<file path="config.mk">
export PLATFORM = sky130hd
export DESIGN_NAME = instr_serializer_flat
export DESIGN_NICKNAME = d
export VERILOG_FILES = /design/src/rtl/instr_serializer_if.sv /design/src/rtl/instr_serializer.sv /design/src/flat_wrapper.sv
export SDC_FILE = /design/constraint.sdc
export NUM_CORES = 1
export LEC_CHECK = 0
export BUFFER_PORTS_ARGS = -buffer_cell sky130_fd_sc_hd__buf_2
export CORE_ASPECT_RATIO = 1.4
export CORE_MARGIN = 8
export CORE_UTILIZATION = 45
export DETAILED_ROUTE_END_ITERATION = 16
export GPL_TIMING_DRIVEN = 1
export SLEW_MARGIN = 10
export SYNTH_ARGS = -nofsm -noshare
export SYNTH_HDL_FRONTEND = slang
export SYNTH_SLANG_ARGS = --single-unit
</file>
<file path="constraint.sdc">
create_clock -name clk -period 2.1 [get_ports clk]
set_input_delay 0.42 -clock clk [delete_from_list [all_inputs] [get_ports clk]]
set_output_delay 0.42 -clock clk [all_outputs]
set_load 0.01 [all_outputs]
</file>
<file path="src/rtl/instr_serializer_if.sv">
`default_nettype none
// ============================================================================
//  Module      : instr_serializer_if
//  Description : Opcode offer handshake between a driver and instr_serializer.
//  Revision    : 1.0 - initial release
// ============================================================================
interface instr_serializer_if;
    logic       op_valid;
    logic       op_ready;
    logic [3:0] op_code;
    logic       op_clear;

    modport master (output op_valid, output op_code, output op_clear, input  op_ready);
    modport slave  (input  op_valid, input  op_code, input  op_clear, output op_ready);
endinterface
`default_nettype wire

</file>
<file path="src/rtl/instr_serializer.sv">
`default_nettype none
// ============================================================================
//  Module      : instr_serializer
//  Description : Serialises a 4-bit opcode LSB-first onto the ALU instruction
//                load pins, with an optional instruction-register clear first.
//  Revision    : 1.0 - initial release
// ============================================================================
module instr_serializer #(
    parameter int unsigned GAP_CYCLES   = 50,
    parameter int unsigned PULSE_CYCLES = 50,
    parameter int unsigned CLR_CYCLES   = 150
) (
    input  wire logic             clk,
    input  wire logic             reset_all,
    instr_serializer_if.slave     op_if,
    output logic                  instr_bit,
    output logic                  instr_load_en,
    output logic                  reset_instr,
    output logic                  busy,
    output logic                  done
);

    localparam int unsigned c_MAX_GP = (GAP_CYCLES > PULSE_CYCLES) ? GAP_CYCLES : PULSE_CYCLES;
    localparam int unsigned c_MAX    = (c_MAX_GP > CLR_CYCLES) ? c_MAX_GP : CLR_CYCLES;
    localparam int unsigned c_CNT_W  = (c_MAX > 1) ? $clog2(c_MAX) : 1;

    localparam logic [c_CNT_W-1:0] c_GAP_LAST   = c_CNT_W'(GAP_CYCLES - 1);
    localparam logic [c_CNT_W-1:0] c_PULSE_LAST = c_CNT_W'(PULSE_CYCLES - 1);
    localparam logic [c_CNT_W-1:0] c_CLR_LAST   = c_CNT_W'(CLR_CYCLES - 1);
    localparam logic [c_CNT_W-1:0] c_CNT_ONE    = c_CNT_W'(1);

    localparam logic [1:0] S_IDLE  = 2'd0;
    localparam logic [1:0] S_CLEAR = 2'd1;
    localparam logic [1:0] S_GAP   = 2'd2;
    localparam logic [1:0] S_LOAD  = 2'd3;

    logic [1:0]         r_state;
    logic [1:0]         r_idx;
    logic [c_CNT_W-1:0] r_cnt;
    logic [3:0]         r_code;
    logic               r_bit;
    logic               r_load_en;
    logic               r_reset_n;
    logic               r_busy;
    logic               r_done;
    logic               w_accept;

    // Ready is the only combinational output; it drops as soon as reset rises.
    assign op_if.op_ready = (r_state == S_IDLE) && !reset_all;
    assign w_accept       = op_if.op_valid && op_if.op_ready;

    assign instr_bit     = r_bit;
    assign instr_load_en = r_load_en;
    assign reset_instr   = r_reset_n;
    assign busy          = r_busy;
    assign done          = r_done;

    always_ff @(posedge clk) begin
        if (reset_all) begin
            r_state   <= S_IDLE;
            r_idx     <= 2'd0;
            r_cnt     <= '0;
            r_code    <= 4'd0;
            r_bit     <= 1'b0;
            r_load_en <= 1'b0;
            r_reset_n <= 1'b1;
            r_busy    <= 1'b0;
            r_done    <= 1'b0;
        end else begin
            r_done <= 1'b0;
            case (r_state)
                S_IDLE: begin
                    if (w_accept) begin
                        r_code <= op_if.op_code;
                        r_idx  <= 2'd0;
                        r_cnt  <= '0;
                        r_busy <= 1'b1;
                        if (op_if.op_clear) begin
                            r_state   <= S_CLEAR;
                            r_reset_n <= 1'b0;
                        end else begin
                            r_state <= S_GAP;
                            r_bit   <= op_if.op_code[0];
                        end
                    end
                end
                S_CLEAR: begin
                    if (r_cnt == c_CLR_LAST) begin
                        r_cnt     <= '0;
                        r_state   <= S_GAP;
                        r_reset_n <= 1'b1;
                        r_bit     <= r_code[r_idx];
                    end else begin
                        r_cnt <= r_cnt + c_CNT_ONE;
                    end
                end
                S_GAP: begin
                    if (r_cnt == c_GAP_LAST) begin
                        r_cnt     <= '0;
                        r_state   <= S_LOAD;
                        r_load_en <= 1'b1;
                    end else begin
                        r_cnt <= r_cnt + c_CNT_ONE;
                    end
                end
                S_LOAD: begin
                    if (r_cnt == c_PULSE_LAST) begin
                        r_cnt     <= '0;
                        r_load_en <= 1'b0;
                        if (r_idx == 2'd3) begin
                            r_state <= S_IDLE;
                            r_busy  <= 1'b0;
                            r_done  <= 1'b1;
                        end else begin
                            // The bit only moves on GAP entry so it is settled before the pulse.
                            r_idx   <= r_idx + 2'd1;
                            r_state <= S_GAP;
                            r_bit   <= r_code[r_idx + 2'd1];
                        end
                    end else begin
                        r_cnt <= r_cnt + c_CNT_ONE;
                    end
                end
                default: r_state <= S_IDLE;
            endcase
        end
    end

endmodule
`default_nettype wire

</file>
<file path="src/flat_wrapper.sv">
// flat-port wrapper written by rule: the top's interface ports become plain ports
module instr_serializer_flat 
#(
    parameter int unsigned GAP_CYCLES   = 50,
    parameter int unsigned PULSE_CYCLES = 50,
    parameter int unsigned CLR_CYCLES   = 150
)
  (clk, reset_all, instr_bit, instr_load_en, reset_instr, busy, done, op_if_op_valid, op_if_op_code, op_if_op_clear, op_if_op_ready);
  instr_serializer_if op_if_i ();
  input  wire logic clk;
  input  wire logic reset_all;
  output logic instr_bit;
  output logic instr_load_en;
  output logic reset_instr;
  output logic busy;
  output logic done;
  input wire logic [$bits(op_if_i.op_valid)-1:0] op_if_op_valid;
  input wire logic [$bits(op_if_i.op_code)-1:0] op_if_op_code;
  input wire logic [$bits(op_if_i.op_clear)-1:0] op_if_op_clear;
  output wire logic [$bits(op_if_i.op_ready)-1:0] op_if_op_ready;
  assign op_if_i.op_valid = op_if_op_valid;
  assign op_if_i.op_code = op_if_op_code;
  assign op_if_i.op_clear = op_if_op_clear;
  assign op_if_op_ready = op_if_i.op_ready;
  instr_serializer #(.GAP_CYCLES(GAP_CYCLES), .PULSE_CYCLES(PULSE_CYCLES), .CLR_CYCLES(CLR_CYCLES)) u_core (.clk(clk), .reset_all(reset_all), .op_if(op_if_i), .instr_bit(instr_bit), .instr_load_en(instr_load_en), .reset_instr(reset_instr), .busy(busy), .done(done));
endmodule
</file>
==> results.yml <==
die:
  dieHeight_um: 77.1
  die_w_um: 59.6
  die_area_mm2: 0.00459
  pin_count: 14
  fp-row-count: 22
  core_mm2: 0.00259
  initial_core_util_pct: 46.3
final_layout:
  final_area_mm2: 0.00130
  area_growth_pct: 8.25
  fin_util_pct: 50.1
  diodes: 0
  final_layout_size_suffix_gt1_share_pct: 19.6
  final_nets: 165
  final_cells: 189
min_path:
  hold_class: "in2reg"
  hold_path_depth: 3
  holdCritStartpoint: "op_if_op_code[1]"
  worstHoldEndpoint: "u_core.r_code[1]$_SDFFE_PP0P_"
synthesis:
  synthFlopType: "dfxtp_1"
  avgSynthCellArea_um2: 8.50
  synthesis.instances: 141
  synth_edf_count: 0
  ys_seq_area_share_pct: 35.1
  synth_top_area_share_pct: 35.1
  synth_nets: 152
  async_flop_share_pct: 0
  yosys-top-cells-area: "dfxtp_1, nand3_1, nand2_1"
  ys_ff_latch: 21
  yosysWarnings: 0
  synthesis.area_mm2: 0.00120
  synth.largest_area_cell: "dfxtp_1"
  ys_types: 52
global_routing:
  grt_pass1_wl_um: 4530
  grt_antenna_before_repair: 0
  track_usage_pct: 12.2
  overflow: 0
  grt_pass1_vias: 1044
  grt_start_max_net_pins: 22
timing:
  tns_ps: 0
  min_period_over_period_pct: 87.3
  tightest_slew_ps: 511
  hold_viol_final: 0
  max_freq_ghz: 0.545
  final.min_clock_period_ps: 1830
  setup_viol: 0
  grt_setup_unrepaired: "false"
  slew_violations: 0
  fin_skew_ps: 10.6
  layout_setup_ws_ps: 267
  whs_ps: 350
  slew-limit-headroom_pct: 65.7
worst_setup_path:
  critPathLaunch: "u_core.r_state[0]$_SDFFE_PP0P_"
  worst-r2r-setup-slack_ps: 340
  cp.required_ps: 1680
  worstPathArrival_ps: 1410
  worstSetupStartpointType: "flip-flop"
  reg2reg_to: "u_core.instr_bit$_SDFFE_PP0P_"
  r2r_start: "u_core.r_idx[0]$_SDFFE_PP0P_"
  rr_worst_depth: 5
  critical_path_class: "reg2out"
  path_max_fanout: 15
  crit_path_end_kind: "output port"
drt:
  routed-via-count: 1043
  drt-initial-drc-count: 35
  vias_per_cell: 5.52
  wl_um: 2630
  ant_nets: 0
  routedWlPerCell_um: 13.9
  first_pass_iters: 4
  drc: 0
placement:
  dp_hpwl_um: 2040
  pre_cts_ws_ps: 371
  placed_cells: 185
  io_buffers: 13
  place_congestion: 0.872
  place_area_mm2: 0.00127
power_and_ir_drop:
  power_mw: 1.17
  powerDensity_mw_per_mm2: 898
  ir_drop_mv: 0.464
  power_leakage_nw: 0.489
clock_network:
  tritoncts: "yes"
  cts_root_buffer: "clkbuf_4"
  cts_sinks: 21
  cts_max_path_buffers: 2
  clkLatencyLatePin_ps: 300
  cts_made_buffers: 3
  post_cts_resized: 0
  htreeDepth: 1
  post-cts-setup-buffer-count: 0
  ctsHoldBuffers: 0
  clkTransAtPathRegs_ps: 120
status:
  status: "completed"
flow_run:
  max_cap_violations: 0
worst max path at each step:
stage	to	slack [ps]
CTS	op_if_op_ready	250
detailed placement	u_core.instr_bit$_SDFFE_PP0P_	370
global placement	u_core.instr_bit$_SDFFE_PP0P_	390
floorplan	u_core.instr_bit$_SDFFE_PP0P_	500
finish	op_if_op_ready	270
global route	op_if_op_ready	170
kinds of logic (layout without fill, tap and decap cells):
kind of cell / count (synthesis) / in the layout / share of synthesized area (%)
AOI/OAI and AO/OA: 36 / 36 / 20.1
muxes: 5 / 5 / 4.38
buffers and inverters: 12 / 24 / 5.74
DFF: 21 / 21 / 35.1
adders and majority gates: 3 / 3 / 3.13
and+or+nand+nor: 63 / 63 / 30.8
xor gates and xnor gates: 1 / 1 / 0.731
per-layer routing:
| layer | part of all wire [%] | up-vias | track usage [%] | wire, µm |
|---|---|---|---|---|
| met5 | 0 | - | 0 | 0 |
| met4 | 0.87 | 0 | 4.32 | 23 |
| met3 | 3.1 | 2 | 2.17 | 81 |
| met2 | 55 | 12 | 22.8 | 1440 |
| met1 | 41 | 478 | 12.7 | 1080 |
| li1 | - | 551 | - | - |
critical path, stage by stage (launching register included):
cell     delay, ps
dfxtp_1        480
or2_2          400
nor2_1         100
buf_2          140
layout by cell type (no fill, tap or decap), types with 3 or more instances in the layout:
master,instances
nor2_1,3
buf_2,13
o21ai_0,6
a21oi_1,11
a31oi_1,4
nand3_1,15
dfxtp_1,21
nor3_1,3
inv_1,6
clkbuf_4,3
and3_1,3
nand2_1,15
mux2i_1,3
ha_1,3
report_power, final:
group	switching (mW)	internal (mW)	total (mW)
combinational	0.245	0.170	0.414
clock	0.123	0.0709	0.194
sequential	0.0952	0.461	0.557
Yosys cell counts (all sizes together) (2+ instances only):
cell type / n
and4bb: 3
and3: 3
and2: 2
buf: 4
nand3: 15
mux2i: 3
nor3: 4
nor3b: 2
a31oi: 4
dfxtp: 21
o21ai: 7
o22ai: 2
nor2: 4
nand3b: 2
clkbuf: 2
a21oi: 12
nand4: 3
or2: 3
mux2: 2
nand2: 15
inv: 6
ha: 3
nor2b: 2
registers in the layout, summed over array words and instances, names as in the netlist:
name	flops
u_core.r_idx	2
u_core.done	1
u_core.r_state	2
u_core.r_code	4
u_core.instr_load_en	1
u_core.reset_instr	1
u_core.busy	1
u_core.instr_bit	1
u_core.r_cnt	8
final cells by class:
type / instances / area (µm²)
Clock inverter: 1 / 5.00
Clock buffer: 3 / 22.5
Tap cell: 36 / 45.0
Sequential cell: 21 / 420
Timing Repair Buffer: 14 / 72.6
Fill cell: 297 / 1290
Inverter: 6 / 22.5
Multi-Input combinational cell: 108 / 709
Power figures use the tool's default switching activity.
